$ cat config.mk
export PLATFORM = sky130hd
export DESIGN_NAME = sdram_rom_port
export DESIGN_NICKNAME = d
export VERILOG_FILES = /design/src/rtl/sdram_rom_port.sv
export SDC_FILE = /design/constraint.sdc
export NUM_CORES = 1
export LEC_CHECK = 0
export ABC_CLOCK_PERIOD_IN_PS = 2900
export BUFFER_PORTS_ARGS = -buffer_cell sky130_fd_sc_hd__buf_2
export CELL_PAD_IN_SITES_DETAIL_PLACEMENT = 1
export CELL_PAD_IN_SITES_GLOBAL_PLACEMENT = 2
export CORE_MARGIN = 5
export CORE_UTILIZATION = 37
export DETAILED_ROUTE_END_ITERATION = 12
export PLACE_DENSITY_LB_ADDON = 0.25
export SLEW_MARGIN = 25
export SYNTH_ARGS = -nofsm -noshare
export SYNTH_HDL_FRONTEND = slang
export SYNTH_SLANG_ARGS = --single-unit
$ cat constraint.sdc
create_clock -name clk -period 2.9 [get_ports clk]
set_clock_uncertainty 0.2 [all_clocks]
set_input_delay 0.145 -clock clk [delete_from_list [all_inputs] [get_ports clk]]
set_output_delay 0.145 -clock clk [all_outputs]
set_load 0.1 [all_outputs]
$ cat src/rtl/sdram_rom_port.sv
// sdram_rom_port
//   Request front-end placed directly in front of the SDRAM controller.
//   Merges the ROM download byte stream and Z80 ROM fetches onto the
//   controller's edge-triggered rd/we interface, holds address and data
//   stable until ready returns, picks the addressed byte out of the 16-bit
//   read word, and keeps a one-word read cache so repeated fetches of the
//   same word complete without an SDRAM access.
//
// Ports
//   clk, reset_n        system clock (shared with the controller), async active-low reset
//   dl_wr/dl_addr/dl_data   single-cycle download write strobe, byte address, byte
//   dl_busy             a download write is pending or in flight
//   dl_overrun          sticky: dl_wr arrived while dl_busy was set
//   cpu_req/cpu_addr    level-held CPU read request and byte address
//   cpu_dout/cpu_ack    read byte (held) and one-cycle acknowledge
//   sd_addr/sd_din/sd_we/sd_rd   request lines to the controller
//   sd_dout/sd_ready    read word and ready from the controller
//   timeout_err         sticky: a request was aborted by the watchdog
module sdram_rom_port #(
    parameter int          CPU_AW   = 16,
    parameter logic [24:0] ROM_BASE = 25'h0000000,
    parameter int          TIMEOUT  = 255
) (
    input  logic              clk,
    input  logic              reset_n,
    input  logic              dl_wr,
    input  logic [24:0]       dl_addr,
    input  logic [7:0]        dl_data,
    output logic              dl_busy,
    output logic              dl_overrun,
    input  logic              cpu_req,
    input  logic [CPU_AW-1:0] cpu_addr,
    output logic [7:0]        cpu_dout,
    output logic              cpu_ack,
    output logic [24:0]       sd_addr,
    output logic [7:0]        sd_din,
    output logic              sd_we,
    output logic              sd_rd,
    input  logic [15:0]       sd_dout,
    input  logic              sd_ready,
    output logic              timeout_err
);

    localparam int CNT_W = (TIMEOUT < 2) ? 1 : $clog2(TIMEOUT);

    typedef enum logic [2:0] {
        ST_SETTLE,
        ST_IDLE,
        ST_STROBE,
        ST_GUARD,
        ST_WAIT
    } state_t;

    state_t           state, state_nx;
    logic             is_write, is_write_nx;
    logic [CNT_W-1:0] cnt, cnt_nx;

    logic             cache_vld, cache_vld_nx;
    logic [23:0]      cache_tag, cache_tag_nx;
    logic [15:0]      cache_data, cache_data_nx;

    logic [24:0]      pend_addr, pend_addr_nx;
    logic [7:0]       pend_data, pend_data_nx;

    logic [24:0]      sd_addr_nx;
    logic [7:0]       sd_din_nx;
    logic             sd_we_nx, sd_rd_nx;
    logic [7:0]       cpu_dout_nx;
    logic             cpu_ack_nx;
    logic             dl_busy_nx, dl_overrun_nx, timeout_err_nx;

    logic             busy_clr;
    logic             dl_take;
    logic [24:0]      cpu_a;

    function automatic logic [7:0] byte_sel(input logic [15:0] word, input logic hi);
        return hi ? word[15:8] : word[7:0];
    endfunction

    // CPU address mapped into SDRAM space; the add wraps at 2^25.
    assign cpu_a = ROM_BASE + 25'(cpu_addr);

    always_comb begin
        state_nx       = state;
        is_write_nx    = is_write;
        cnt_nx         = cnt;
        cache_vld_nx   = cache_vld;
        cache_tag_nx   = cache_tag;
        cache_data_nx  = cache_data;
        pend_addr_nx   = pend_addr;
        pend_data_nx   = pend_data;
        sd_addr_nx     = sd_addr;
        sd_din_nx      = sd_din;
        sd_we_nx       = 1'b0;
        sd_rd_nx       = 1'b0;
        cpu_dout_nx    = cpu_dout;
        cpu_ack_nx     = 1'b0;
        dl_busy_nx     = dl_busy;
        dl_overrun_nx  = dl_overrun;
        timeout_err_nx = timeout_err;
        busy_clr       = 1'b0;
        dl_take        = 1'b0;

        case (state)
            ST_SETTLE: begin
                if (sd_ready) begin
                    state_nx = ST_IDLE;
                end
            end

            ST_IDLE: begin
                // A dl_wr arriving this very cycle counts as pending so that a
                // simultaneous CPU miss cannot jump ahead of it.
                if (dl_busy || dl_wr) begin
                    sd_addr_nx  = dl_busy ? pend_addr : dl_addr;
                    sd_din_nx   = dl_busy ? pend_data : dl_data;
                    sd_we_nx    = 1'b1;
                    is_write_nx = 1'b1;
                    state_nx    = ST_STROBE;
                end else if (cpu_req) begin
                    if (cache_vld && (cache_tag == cpu_a[24:1])) begin
                        cpu_ack_nx  = 1'b1;
                        cpu_dout_nx = byte_sel(cache_data, cpu_a[0]);
                    end else begin
                        sd_addr_nx  = cpu_a;
                        sd_rd_nx    = 1'b1;
                        is_write_nx = 1'b0;
                        state_nx    = ST_STROBE;
                    end
                end
            end

            ST_STROBE: begin
                sd_we_nx = sd_we;
                sd_rd_nx = sd_rd;
                state_nx = ST_GUARD;
            end

            ST_GUARD: begin
                // Third strobe cycle; the controller has dropped ready by the
                // time WAIT starts sampling it.
                sd_we_nx = sd_we;
                sd_rd_nx = sd_rd;
                cnt_nx   = '0;
                state_nx = ST_WAIT;
            end

            ST_WAIT: begin
                if (sd_ready) begin
                    if (is_write) begin
                        busy_clr = 1'b1;
                        // Keep the cached word coherent with the byte just written.
                        if (cache_vld && (cache_tag == sd_addr[24:1])) begin
                            if (sd_addr[0]) begin
                                cache_data_nx[15:8] = sd_din;
                            end else begin
                                cache_data_nx[7:0] = sd_din;
                            end
                        end
                    end else begin
                        cache_vld_nx  = 1'b1;
                        cache_tag_nx  = sd_addr[24:1];
                        cache_data_nx = sd_dout;
                        cpu_dout_nx   = byte_sel(sd_dout, sd_addr[0]);
                        cpu_ack_nx    = 1'b1;
                    end
                    state_nx = ST_IDLE;
                end else if (cnt == CNT_W'(TIMEOUT - 1)) begin
                    // Abort: the write is lost and the cache can no longer be trusted.
                    timeout_err_nx = 1'b1;
                    cache_vld_nx   = 1'b0;
                    busy_clr       = is_write;
                    state_nx       = ST_SETTLE;
                end else begin
                    cnt_nx = cnt + 1'b1;
                end
            end

            default: begin
                state_nx = ST_SETTLE;
            end
        endcase

        // Download capture; a slot freed this cycle may be refilled at once.
        dl_take = dl_wr && (!dl_busy || busy_clr);
        if (dl_take) begin
            pend_addr_nx = dl_addr;
            pend_data_nx = dl_data;
            dl_busy_nx   = 1'b1;
        end else if (busy_clr) begin
            dl_busy_nx   = 1'b0;
        end
        if (dl_wr && !dl_take) begin
            dl_overrun_nx = 1'b1;
        end
    end

    always_ff @(posedge clk or negedge reset_n) begin
        if (!reset_n) begin
            state       <= ST_SETTLE;
            is_write    <= 1'b0;
            cnt         <= '0;
            cache_vld   <= 1'b0;
            sd_addr     <= '0;
            sd_din      <= '0;
            sd_we       <= 1'b0;
            sd_rd       <= 1'b0;
            cpu_dout    <= '0;
            cpu_ack     <= 1'b0;
            dl_busy     <= 1'b0;
            dl_overrun  <= 1'b0;
            timeout_err <= 1'b0;
        end else begin
            state       <= state_nx;
            is_write    <= is_write_nx;
            cnt         <= cnt_nx;
            cache_vld   <= cache_vld_nx;
            sd_addr     <= sd_addr_nx;
            sd_din      <= sd_din_nx;
            sd_we       <= sd_we_nx;
            sd_rd       <= sd_rd_nx;
            cpu_dout    <= cpu_dout_nx;
            cpu_ack     <= cpu_ack_nx;
            dl_busy     <= dl_busy_nx;
            dl_overrun  <= dl_overrun_nx;
            timeout_err <= timeout_err_nx;
        end
    end

    // Payload registers are only meaningful under their valid/busy flags.
    always_ff @(posedge clk) begin
        cache_tag  <= cache_tag_nx;
        cache_data <= cache_data_nx;
        pend_addr  <= pend_addr_nx;
        pend_data  <= pend_data_nx;
    end

endmodule

==> out/metrics.cfg, run 1 <==
[layout]
num_antenna_cells=0
drive_gt1_frac=0.272
area_growth_syn_to_layout_pct=30.9
nFillCells=1864
post-route-util=0.496
fin_nets=788
final_cells=954
mostFrequentLayoutCells=116 x buf_2, 73 x edfxtp_1, 59 x dfrtp_1
final_common_cell=buf_2

[clocking]
cts_tree=built
cts_buffer_depth=2
clock_latency_ns=0.42
cts.sinks=133
clk_pin_slew_ns=0.06
cts-root-buf=clkbuf_16
cts_setup_buffers=0
htreeDepth=4
cts_buffers=17
cts_hold_buf=51
post_cts_resized=0

[worst_setup_path]
worstSetupPathType=reg -> reg
max_stage_delay_ns=0.44
crit_path_frequent_cell=nor4_1
worstPathRequired_ns=2.78
worst-path-max-fanout=8
critical_path_buf_inv_count=0
critPathLaunchType=register
cp_slowest_cell=nor4_1
cpLargestDelayFamily=simple AND/OR/NAND/NOR gates
cp_cell_sequence=xor2_1, nor4_1, nand3_1, nor4_1, a21o_1
cp.arrival_ns=2.43
end_kind=register

[placement]
portBuffers=116
dp_hpwl_um=13000
place_inst=871
gp_congestion=0.792

[floorplanning]
dieArea_mm2=0.0206
coreArea_mm2=0.0174
die_h_um=144
rows=48
io-pin-count=117
fp.dieW_um=144
start_util=0.379

[run]
maxCapViolCount=0

[timing]
slew_headroom=0.520
maxSlewViolCount=0
max_freq_ghz=0.393
tightest_slew_ns=0.719
finalSetupViolations=0
setup-tns-final_ns=0
min_period_ns=2.55
rsz0062_at_grt=false
hold_viol_final=0
timing.final.crit_share=0.878

[outcome]
run_status=finished, final reports clean

[route]
avgRoutedWirePerCell_um=19.5
via_count=5077
viasPerCell=5.32
drc=0
drt_pass1_iterations=4
drt_iter0_drc=233
wl_um=18600
postRouteAntennaNets=0

[global_route]
grt-ovfl-total=0
track_usage=0.186
antenna_found_initial=0
grt_pass1_wl_um=29600
grt_max_degree=40
grt_pass1_vias=5454

[synthesis]
yosysWarnings=0
seq_area_frac_synth=0.560
synth-edff-count=73
async_flop_share=0.451
yosys.cell_types.count=50
ys.flop_type=edfxtp_1
synth-seq-cells=133
syn-cell-area_mm2=0.00660
synthesis.nets=619
syn-instance-count=547
avgSynthCellArea_um2=12.1

[hold_path]
hp-class=in -> async

[power_and_ir_drop]
leakage_nw=3.73
peakVddDrop_mv=0.658
power_density_mw_per_mm2=1120

[final timing paths]
check                                   startpoint                 endpoint  slack (ns)  cells after the start
max in group asynchronous                  reset_n      dl_busy$_DFFE_PN0P_        1.73                      3
max reg2reg                 cache_tag[5]$_DFFE_PP_  cache_data[8]$_DFFE_PP_        0.35                      5
max                         cache_tag[5]$_DFFE_PP_  cache_data[8]$_DFFE_PP_        0.35                      5
min in group clk                             dl_wr      dl_busy$_DFFE_PN0P_        0.12                      2
min reg2reg                timeout_err$_DFFE_PN0P_  timeout_err$_DFFE_PN0P_        0.27                      1
min                                        reset_n    sd_din[5]$_DFFE_PN0P_        0.11                      2
[area by class of cell]
class | count | area, um^2 | area share
Multi-Input combinational cell | 359 | 2670 | 0.309
Clock buffer | 18 | 429 | 0.0497
Sequential cell | 133 | 3690 | 0.428
Tap cell | 225 | 282 | 0.0326
Inverter | 22 | 82.6 | 0.00956
Clock inverter | 14 | 206 | 0.0239
Timing Repair Buffer | 183 | 1270 | 0.147
[registers in the layout, summed over array words and instances (netlist names)]
signal and count:
pend_addr 25, sd_addr 25, cache_tag 24, cache_data 16, cnt 8, cpu_dout 8, pend_data 8, sd_din 8
state 3, cache_vld 1, cpu_ack 1, dl_busy 1, dl_overrun 1, is_write 1, sd_rd 1, sd_we 1
timeout_err 1
[cells by family after synthesis]
| family | after synthesis | synth area share |
|---|---|---|
| AND/OR/NAND/NOR | 148 | 0.126 |
| flip-flops | 133 | 0.560 |
| AO/OA/AOI/OAI | 102 | 0.114 |
| multiplexers | 65 | 0.103 |
| buffers and inverters | 55 | 0.0379 |
| XOR/XNOR | 42 | 0.0558 |
| adder cells (fa/ha/maj) | 2 | 0.00379 |
[report_power, final]
part           internal, W  switching (W)
registers          0.00249       0.000459
logic              0.00108        0.00333
clock network      0.00152       0.000821
total              0.00509        0.00461
[Yosys cell counts, drive strengths merged (17+ instances only)]
cell    instances  area share
a211oi         17       0.019
buf            17       0.016
dfrtp          60        0.23
edfxtp         73        0.33
inv            22       0.013
mux2           24       0.041
mux2i          41       0.062
nand2          41       0.023
nand2b         19       0.018
nand4          25       0.024
nor2           18       0.011
o21ai          29       0.022
xnor2          20       0.027
xor2           22       0.029
[metal layers]
| layer | vias up | track usage | share of wire | routed length [um] |
|---|---|---|---|---|
| met5 | - | 0 | 0 | 0 |
| met4 | 0 | 0.0565 | 0.017 | 320 |
| met3 | 26 | 0.0473 | 0.052 | 970 |
| met2 | 130 | 0.326 | 0.50 | 9400 |
| met1 | 2530 | 0.227 | 0.43 | 7930 |
| li1 | 2391 | - | - | - |
[per-stage QoR]
step / cell area [um^2] / power [W] / hold WS, ns / setup WS, ns
after global placement: 7490 / 0.00727 / 0.0343 / 0.348
after CTS: 8640 / 0.00981 / 0.105 / 0.293
after floorplan: 6600 / 0.00633 / -0.351 / 0.0344
final: 8640 / 0.00969 / 0.111 / 0.354
after detailed placement: 7490 / 0.00738 / 0.0375 / 0.323
after global routing: 8640 / 0.0102 / 0.125 / 0.168
(Power assumes the default switching activity.)
==> run 2: changes to the inputs <==
--- a/config.mk
+++ b/config.mk
@@ -5,12 +5,11 @@
 export SDC_FILE = /design/constraint.sdc
 export NUM_CORES = 1
 export LEC_CHECK = 0
-export ABC_CLOCK_PERIOD_IN_PS = 2900
-export BUFFER_PORTS_ARGS = -buffer_cell sky130_fd_sc_hd__buf_2
+export ABC_CLOCK_PERIOD_IN_PS = 3100
+export BUFFER_PORTS_ARGS = -buffer_cell sky130_fd_sc_hd__buf_4
 export CELL_PAD_IN_SITES_DETAIL_PLACEMENT = 1
 export CELL_PAD_IN_SITES_GLOBAL_PLACEMENT = 2
-export CORE_MARGIN = 5
-export CORE_UTILIZATION = 37
+export CORE_UTILIZATION = 40
 export DETAILED_ROUTE_END_ITERATION = 12
 export PLACE_DENSITY_LB_ADDON = 0.25
 export SLEW_MARGIN = 25
==> constraint.sdc (replaced) <==
create_clock -name clk -period 3.1 [get_ports clk]
set_clock_uncertainty 0.2 [all_clocks]
set_input_delay 0.155 -clock clk [delete_from_list [all_inputs] [get_ports clk]]
set_output_delay 0.155 -clock clk [all_outputs]
set_load 0.1 [all_outputs]
==> out/metrics.cfg, run 2 (synthesis results as in run 1) <==
[floorplanning]
fp.dieW_um=130  ; -9.1%
dieArea_mm2=0.0170  ; -17%
die_h_um=130  ; -9.1%
io-pin-count=117  ; unchanged
start_util=0.412  ; +0.0335
coreArea_mm2=0.0160  ; -8.1%
rows=46  ; -4.2%

[worst_setup_path]
cp.arrival_ns=2.42  ; about the same
worst-path-max-fanout=8  ; unchanged
end_kind=register
max_stage_delay_ns=0.51  ; +0.07 ns
critical_path_buf_inv_count=0  ; unchanged
r2r_start=cache_tag[5]$_DFFE_PP_
rrSetupSlack_ns=0.57  ; +0.21 ns
cp.depth=5  ; unchanged
worstPathRequired_ns=2.99  ; +0.21 ns
cpLargestDelayFamily=simple AND/OR/NAND/NOR gates
cp_slowest_cell=nor4_1
r2r_cells=5  ; unchanged
worstSetupPathType=reg -> reg
reg2reg_to=cache_data[11]$_DFFE_PP_
endpoint=cache_data[11]$_DFFE_PP_
cp_cell_sequence=xor2_1, nor4_1, nand3_1, nor4_1, a21o_1
critPathLaunchType=register
crit_path_frequent_cell=nor4_1
crit_path_start=cache_tag[5]$_DFFE_PP_

[hold_path]
hp-class=in -> reg
worstHoldStart=cpu_addr[12]

[timing]
tightest_slew_ns=0.883  ; +0.164 ns
rsz0062_at_grt=false
setup-tns-final_ns=0  ; unchanged
hold_viol_final=0  ; unchanged
hold-worst-slack_ns=0.115  ; +0.00309 ns
timing.final.crit_share=0.817  ; -0.0610
max_freq_ghz=0.395  ; +0.54%
min_period_ns=2.53  ; -0.0137 ns
finalSetupViolations=0  ; unchanged
maxSlewViolCount=0  ; unchanged
slew_headroom=0.411  ; -0.109

[layout]
top_regs=pend_addr: 25 flops, sd_addr: 25 flops, cache_tag: 24 flops
area_growth_syn_to_layout_pct=32.7
final_common_cell=buf_4
num_antenna_cells=0  ; unchanged
post-route-util=0.547  ; +0.0513
fin_nets=787  ; -0.13%
drive_gt1_frac=0.262  ; -0.00924
mostFrequentLayoutCells=129 x buf_4, 73 x edfxtp_1, 59 x dfrtp_1

[global_route]
antenna_found_initial=0  ; unchanged
grt_max_degree=61  ; +53%
grt_pass1_vias=5264  ; -3.5%
grt-ovfl-total=0  ; unchanged
grt_pass1_wl_um=28700  ; -3.3%
track_usage=0.228  ; +0.0417

[clocking]
cts_buffers=17  ; unchanged
clk_pin_slew_ns=0.05  ; about the same
cts.sinks=133  ; unchanged
cts_setup_buffers=0  ; unchanged
cts_tree=built
cts_buffer_depth=2  ; unchanged
htreeDepth=4  ; unchanged
cts-root-buf=clkbuf_16
clock_latency_ns=0.42  ; about the same

[placement]
portBuffers=116  ; unchanged
gp_congestion=0.797  ; +0.53%
dp_hpwl_um=12200  ; -5.6%

[run]
maxCapViolCount=0  ; unchanged

[route]
viasPerCell=5.33  ; +0.20%
drt_iter0_drc=247  ; +6.0%
avgRoutedWirePerCell_um=19.6  ; +0.46%
drc=0  ; unchanged
postRouteAntennaNets=0  ; unchanged
via_count=5034  ; -0.85%
wl_um=18500  ; -0.59%
drt_pass1_iterations=4  ; unchanged

[power_and_ir_drop]
peakVddDrop_mv=0.596  ; -9.5%
seqPwrFrac=0.314  ; +0.009
power_w=0.00887  ; -8.5%
p_sw_w=0.00428  ; -7.1%
intPower_w=0.00460  ; -9.7%
pwr-share-comb=0.480  ; +0.026
netSwitchingFraction=0.482  ; +0.00697
leakage_nw=3.75  ; +0.60%
power_density_mw_per_mm2=1010  ; -9.7%
clkPwrFrac=0.205  ; -0.036

[outcome]
run_status=finished, final reports clean

## run 2: cell count changes in the layout (fill, tap and decap cells not counted), sizes merged
cell	previous run	this run
buf	132	130
clkbuf	18	28
clkinv	4	2
dlygate4sd3	51	52
inv	24	23
clkinvlp	3	1
bufinv	5	0
## run 2: what timing repair did
action	4_1_cts	5_1_grt
hold buffers	52	0
endpoints found under the hold margin	134	0
gates resized for setup	0	0
## run 2: metrics by stage
| step | cells | worst slack, ns | instance area [um^2] |
|---|---|---|---|
| floorplan | 547 | 0.234 | 6600 |
| global placement | 860 | 0.667 | 7700 |
| detailed placement | 860 | 0.570 | 7700 |
| CTS | 944 | 0.549 | 8760 |
| global route | 944 | 0.446 | 8760 |
| finish | 944 | 0.568 | 8760 |
## run 2: power groups by stage
stage / combinational [W] / clock [W] / sequential, W
2_1_floorplan: 0.00132 / 0 / 0.00460
3_3_place_gp: 0.00416 / 0 / 0.00278
3_5_place_dp: 0.00423 / 0 / 0.00282
4_1_cts: 0.00430 / 0.00187 / 0.00279
5_1_grt: 0.00449 / 0.00192 / 0.00285
6_report: 0.00426 / 0.00182 / 0.00279
## run 2: worst reg2reg max path: stages, from the launching register on
cell and delay (ns):
edfxtp_1 0.42, xor2_1 0.18, nor4_1 0.33, nand3_1 0.15, nor4_1 0.51, a21o_1 0.41
## run 2: layer usage
metal	routed length, um	vias up	track usage
met5	0	-	0
met4	299	0	0.0764
met3	850	24	0.0558
met2	9380	113	0.399
met1	7990	2520	0.276
li1	-	2377	-
## run 2: cell type report
class | count | area [um^2]
repair buffers | 182 | 1510
inverters | 22 | 82.6
fillers | 1710 | 7240
multi-input cells | 359 | 2670
clock inverters | 4 | 22.5
flip-flops and latches | 133 | 3690
well taps | 216 | 270
clock buffers | 28 | 508
## run 2: worst min-delay path by stage
stage,end,cells after the start
6_report,sd_addr[12]$_DFFE_PN0P_,4
5_1_grt,sd_addr[12]$_DFFE_PN0P_,4
4_1_cts,cpu_dout[1]$_DFFE_PN0P_,4
3_5_place_dp,sd_din[0]$_DFFE_PN0P_,1
3_3_place_gp,sd_din[0]$_DFFE_PN0P_,1
2_1_floorplan,cache_vld$_DFFE_PN0P_,0
==> run 3: changes to the inputs <==
--- a/config.mk
+++ b/config.mk
@@ -5,11 +5,11 @@
 export SDC_FILE = /design/constraint.sdc
 export NUM_CORES = 1
 export LEC_CHECK = 0
-export ABC_CLOCK_PERIOD_IN_PS = 3100
+export ABC_CLOCK_PERIOD_IN_PS = 2200
 export BUFFER_PORTS_ARGS = -buffer_cell sky130_fd_sc_hd__buf_4
 export CELL_PAD_IN_SITES_DETAIL_PLACEMENT = 1
 export CELL_PAD_IN_SITES_GLOBAL_PLACEMENT = 2
-export CORE_UTILIZATION = 40
+export CORE_UTILIZATION = 34
 export DETAILED_ROUTE_END_ITERATION = 12
 export PLACE_DENSITY_LB_ADDON = 0.25
 export SLEW_MARGIN = 25
==> constraint.sdc (replaced) <==
create_clock -name clk -period 2.2 [get_ports clk]
set_clock_uncertainty 0.2 [all_clocks]
set_input_delay 0.11 -clock clk [delete_from_list [all_inputs] [get_ports clk]]
set_output_delay 0.11 -clock clk [all_outputs]
set_load 0.1 [all_outputs]
==> out/metrics.cfg, run 3 (synthesis results as in run 1) <==
[outcome]
run_status=finished, violations left
violations=negative setup slack

[route]
postRouteAntennaNets=0  ; unchanged
viasPerCell=5.09  ; -4.5%
drc=0  ; unchanged
avgRoutedWirePerCell_um=19.1  ; -2.7%
via_count=5334  ; +6.0%
drt_iter0_drc=269  ; +8.9%
wl_um=20000  ; +7.9%
drt_pass1_iterations=4  ; unchanged

[layout]
num_antenna_cells=0  ; unchanged
final_common_cell=buf_4
fin_nets=846  ; +7.5%
post-route-util=0.515  ; -0.0324
final_cells=1047  ; +11%
mostFrequentLayoutCells=172 x buf_4, 73 x edfxtp_1, 53 x dlygate4sd3_1
drive_gt1_frac=0.377  ; +0.115
area_growth_syn_to_layout_pct=47.0
top_regs=pend_addr: 25 flops, sd_addr: 25 flops, cache_tag: 24 flops

[global_route]
grt_pass1_wl_um=31500  ; +10%
grt_pass1_vias=5883  ; +12%
grt_max_degree=35  ; -43%
antenna_found_initial=0  ; unchanged
grt-ovfl-total=0  ; unchanged
track_usage=0.209  ; -0.0194

[timing]
tightest_slew_ns=0.561  ; -0.322 ns
hold_viol_final=0  ; unchanged
setup_ws_ns=-0.0626  ; -0.631 ns
timing.final.crit_share=1.03  ; +0.212
min_period_ns=2.26  ; -0.269 ns
rsz0062_at_grt=true
finalSetupViolations=17  ; +17
slew_headroom=0.624  ; +0.213
setup-tns-final_ns=-0.922  ; -0.922 ns
maxSlewViolCount=0  ; unchanged
max_freq_ghz=0.442  ; +12%

[worst_setup_path]
rrSetupSlack_ns=-0.06  ; -0.63 ns
reg2reg_to=cache_data[3]$_DFFE_PP_
cpLargestDelayFamily=simple AND/OR/NAND/NOR gates
cp_slowest_cell=edfxtp_1
max_stage_delay_ns=0.41  ; -0.10 ns
cp_cell_sequence=xor2_1, nor4_2, nand4_1, nor4_4, a21o_1, buf_12
cp.arrival_ns=2.19  ; -0.23 ns
critPathLaunchType=register
crit_path_start=cache_tag[17]$_DFFE_PP_
critical_path_buf_inv_count=1  ; +1
r2r_cells=6  ; +1
end_kind=register
worstPathRequired_ns=2.13  ; -0.86 ns
cp.depth=6  ; +1
r2r_start=cache_tag[17]$_DFFE_PP_
worstSetupPathType=reg -> reg
endpoint=cache_data[3]$_DFFE_PP_
worst-path-max-fanout=8  ; unchanged

[floorplanning]
coreArea_mm2=0.0188  ; +18%
fp.dieW_um=141  ; +8.3%
start_util=0.350  ; -0.0620
io-pin-count=117  ; unchanged
rows=50  ; +8.7%
die_h_um=141  ; +8.3%
dieArea_mm2=0.0200  ; +17%

[power_and_ir_drop]
leakage_nw=4.13  ; +10%
power_density_mw_per_mm2=1400  ; +38%
peakVddDrop_mv=0.834  ; +40%

[placement]
pre_cts_slack_ns=-0.253  ; -0.823 ns
gp_congestion=0.777  ; -2.5%
portBuffers=116  ; unchanged
dp_hpwl_um=13600  ; +11%
place_inst=950  ; +10%

[run]
maxCapViolCount=0  ; unchanged

[clocking]
cts.sinks=133  ; unchanged
cts-root-buf=clkbuf_16
clock_latency_ns=0.41  ; about the same
cts_buffer_depth=2  ; unchanged
cts_tree=built
clk_pin_slew_ns=0.06  ; about the same
htreeDepth=4  ; unchanged
cts_buffers=17  ; unchanged

[hold_path]
hp-class=in -> reg

[run 3: changes by cell type in the layout (fill, tap and decap cells not counted), sizes merged]
| cell | change |
|---|---|
| dlygate4sd3 | +1 |
| buf | +56 |
| clkinv | +4 |
| clkbuf | -7 |
| bufinv | +3 |
| clkinvlp | +1 |
| a31oi | +1 |
[run 3: worst reg2reg max path, delay by kind of cell, from the launching register on]
family,cells,cell delay [ns]
AO/OA/AOI/OAI,1,0.20
XOR/XNOR,1,0.19
buffers and inverters,1,0.13
flip-flops,1,0.41
AND/OR/NAND/NOR,3,0.84
[run 3: how the worst min path moves through the flow]
stage                     slack, ns    startpoint  depth (start not counted)                      end
after floorplan               -0.39       reset_n                          0    cache_vld$_DFFE_PN0P_
after global placement        -0.13       reset_n                          1  cpu_dout[5]$_DFFE_PN0P_
after detailed placement      -0.13       reset_n                          1  cpu_dout[5]$_DFFE_PN0P_
after CTS                      0.07   cpu_addr[0]                          4  cpu_dout[6]$_DFFE_PN0P_
after global routing           0.11  cpu_addr[13]                          4  sd_addr[13]$_DFFE_PN0P_
final                          0.08   cpu_addr[0]                          4  cpu_dout[6]$_DFFE_PN0P_
[run 3: repair_timing]
action                                 in CTS  in global routing
hold buffers                               54                  0
buffers inserted                            7                  2
pin swaps                                  14                  8
setup endpoints to repair                  25                 40
gates resized for setup                    10                 25
endpoints found under the hold margin     140                  0
cloned                                      2                  1
[run 3: metrics by stage]
| step | hold WS, ns | cell area [um^2] | total power [W] |
|---|---|---|---|
| 6_report | 0.0780 | 9690 | 0.0136 |
| 2_1_floorplan | -0.386 | 6690 | 0.00845 |
| 5_1_grt | 0.112 | 9690 | 0.0142 |
| 3_5_place_dp | -0.126 | 8240 | 0.0104 |
| 4_1_cts | 0.0689 | 9550 | 0.0135 |
| 3_3_place_gp | -0.130 | 8240 | 0.0103 |
[run 3: layout make-up]
cell class / count / area [um^2]
multi-input cells: 360 / 2830
well taps: 260 / 325
clock inverters: 12 / 154
flip-flops and latches: 133 / 3750
clock buffers: 20 / 447
fillers: 1952 / 9140
repair buffers: 240 / 2110
inverters: 22 / 82.6
[run 3: where the power goes]
| part | switching [W] | total, W | internal [W] |
|---|---|---|---|
| combinational | 0.00475 | 0.00680 | 0.00206 |
| sequential | 0.000469 | 0.00383 | 0.00337 |
| clock | 0.00110 | 0.00291 | 0.00181 |
[run 3: per-layer routing]
metal  routed length [um]  vias up  track usage  part of all wire
li1                     -     2504            -                 -
met1                 8930     2687        0.258              0.45
met2                10100      114        0.368              0.51
met3                  576       29       0.0375             0.029
met4                  374        0       0.0675             0.019
met5                    0        -            0                 0
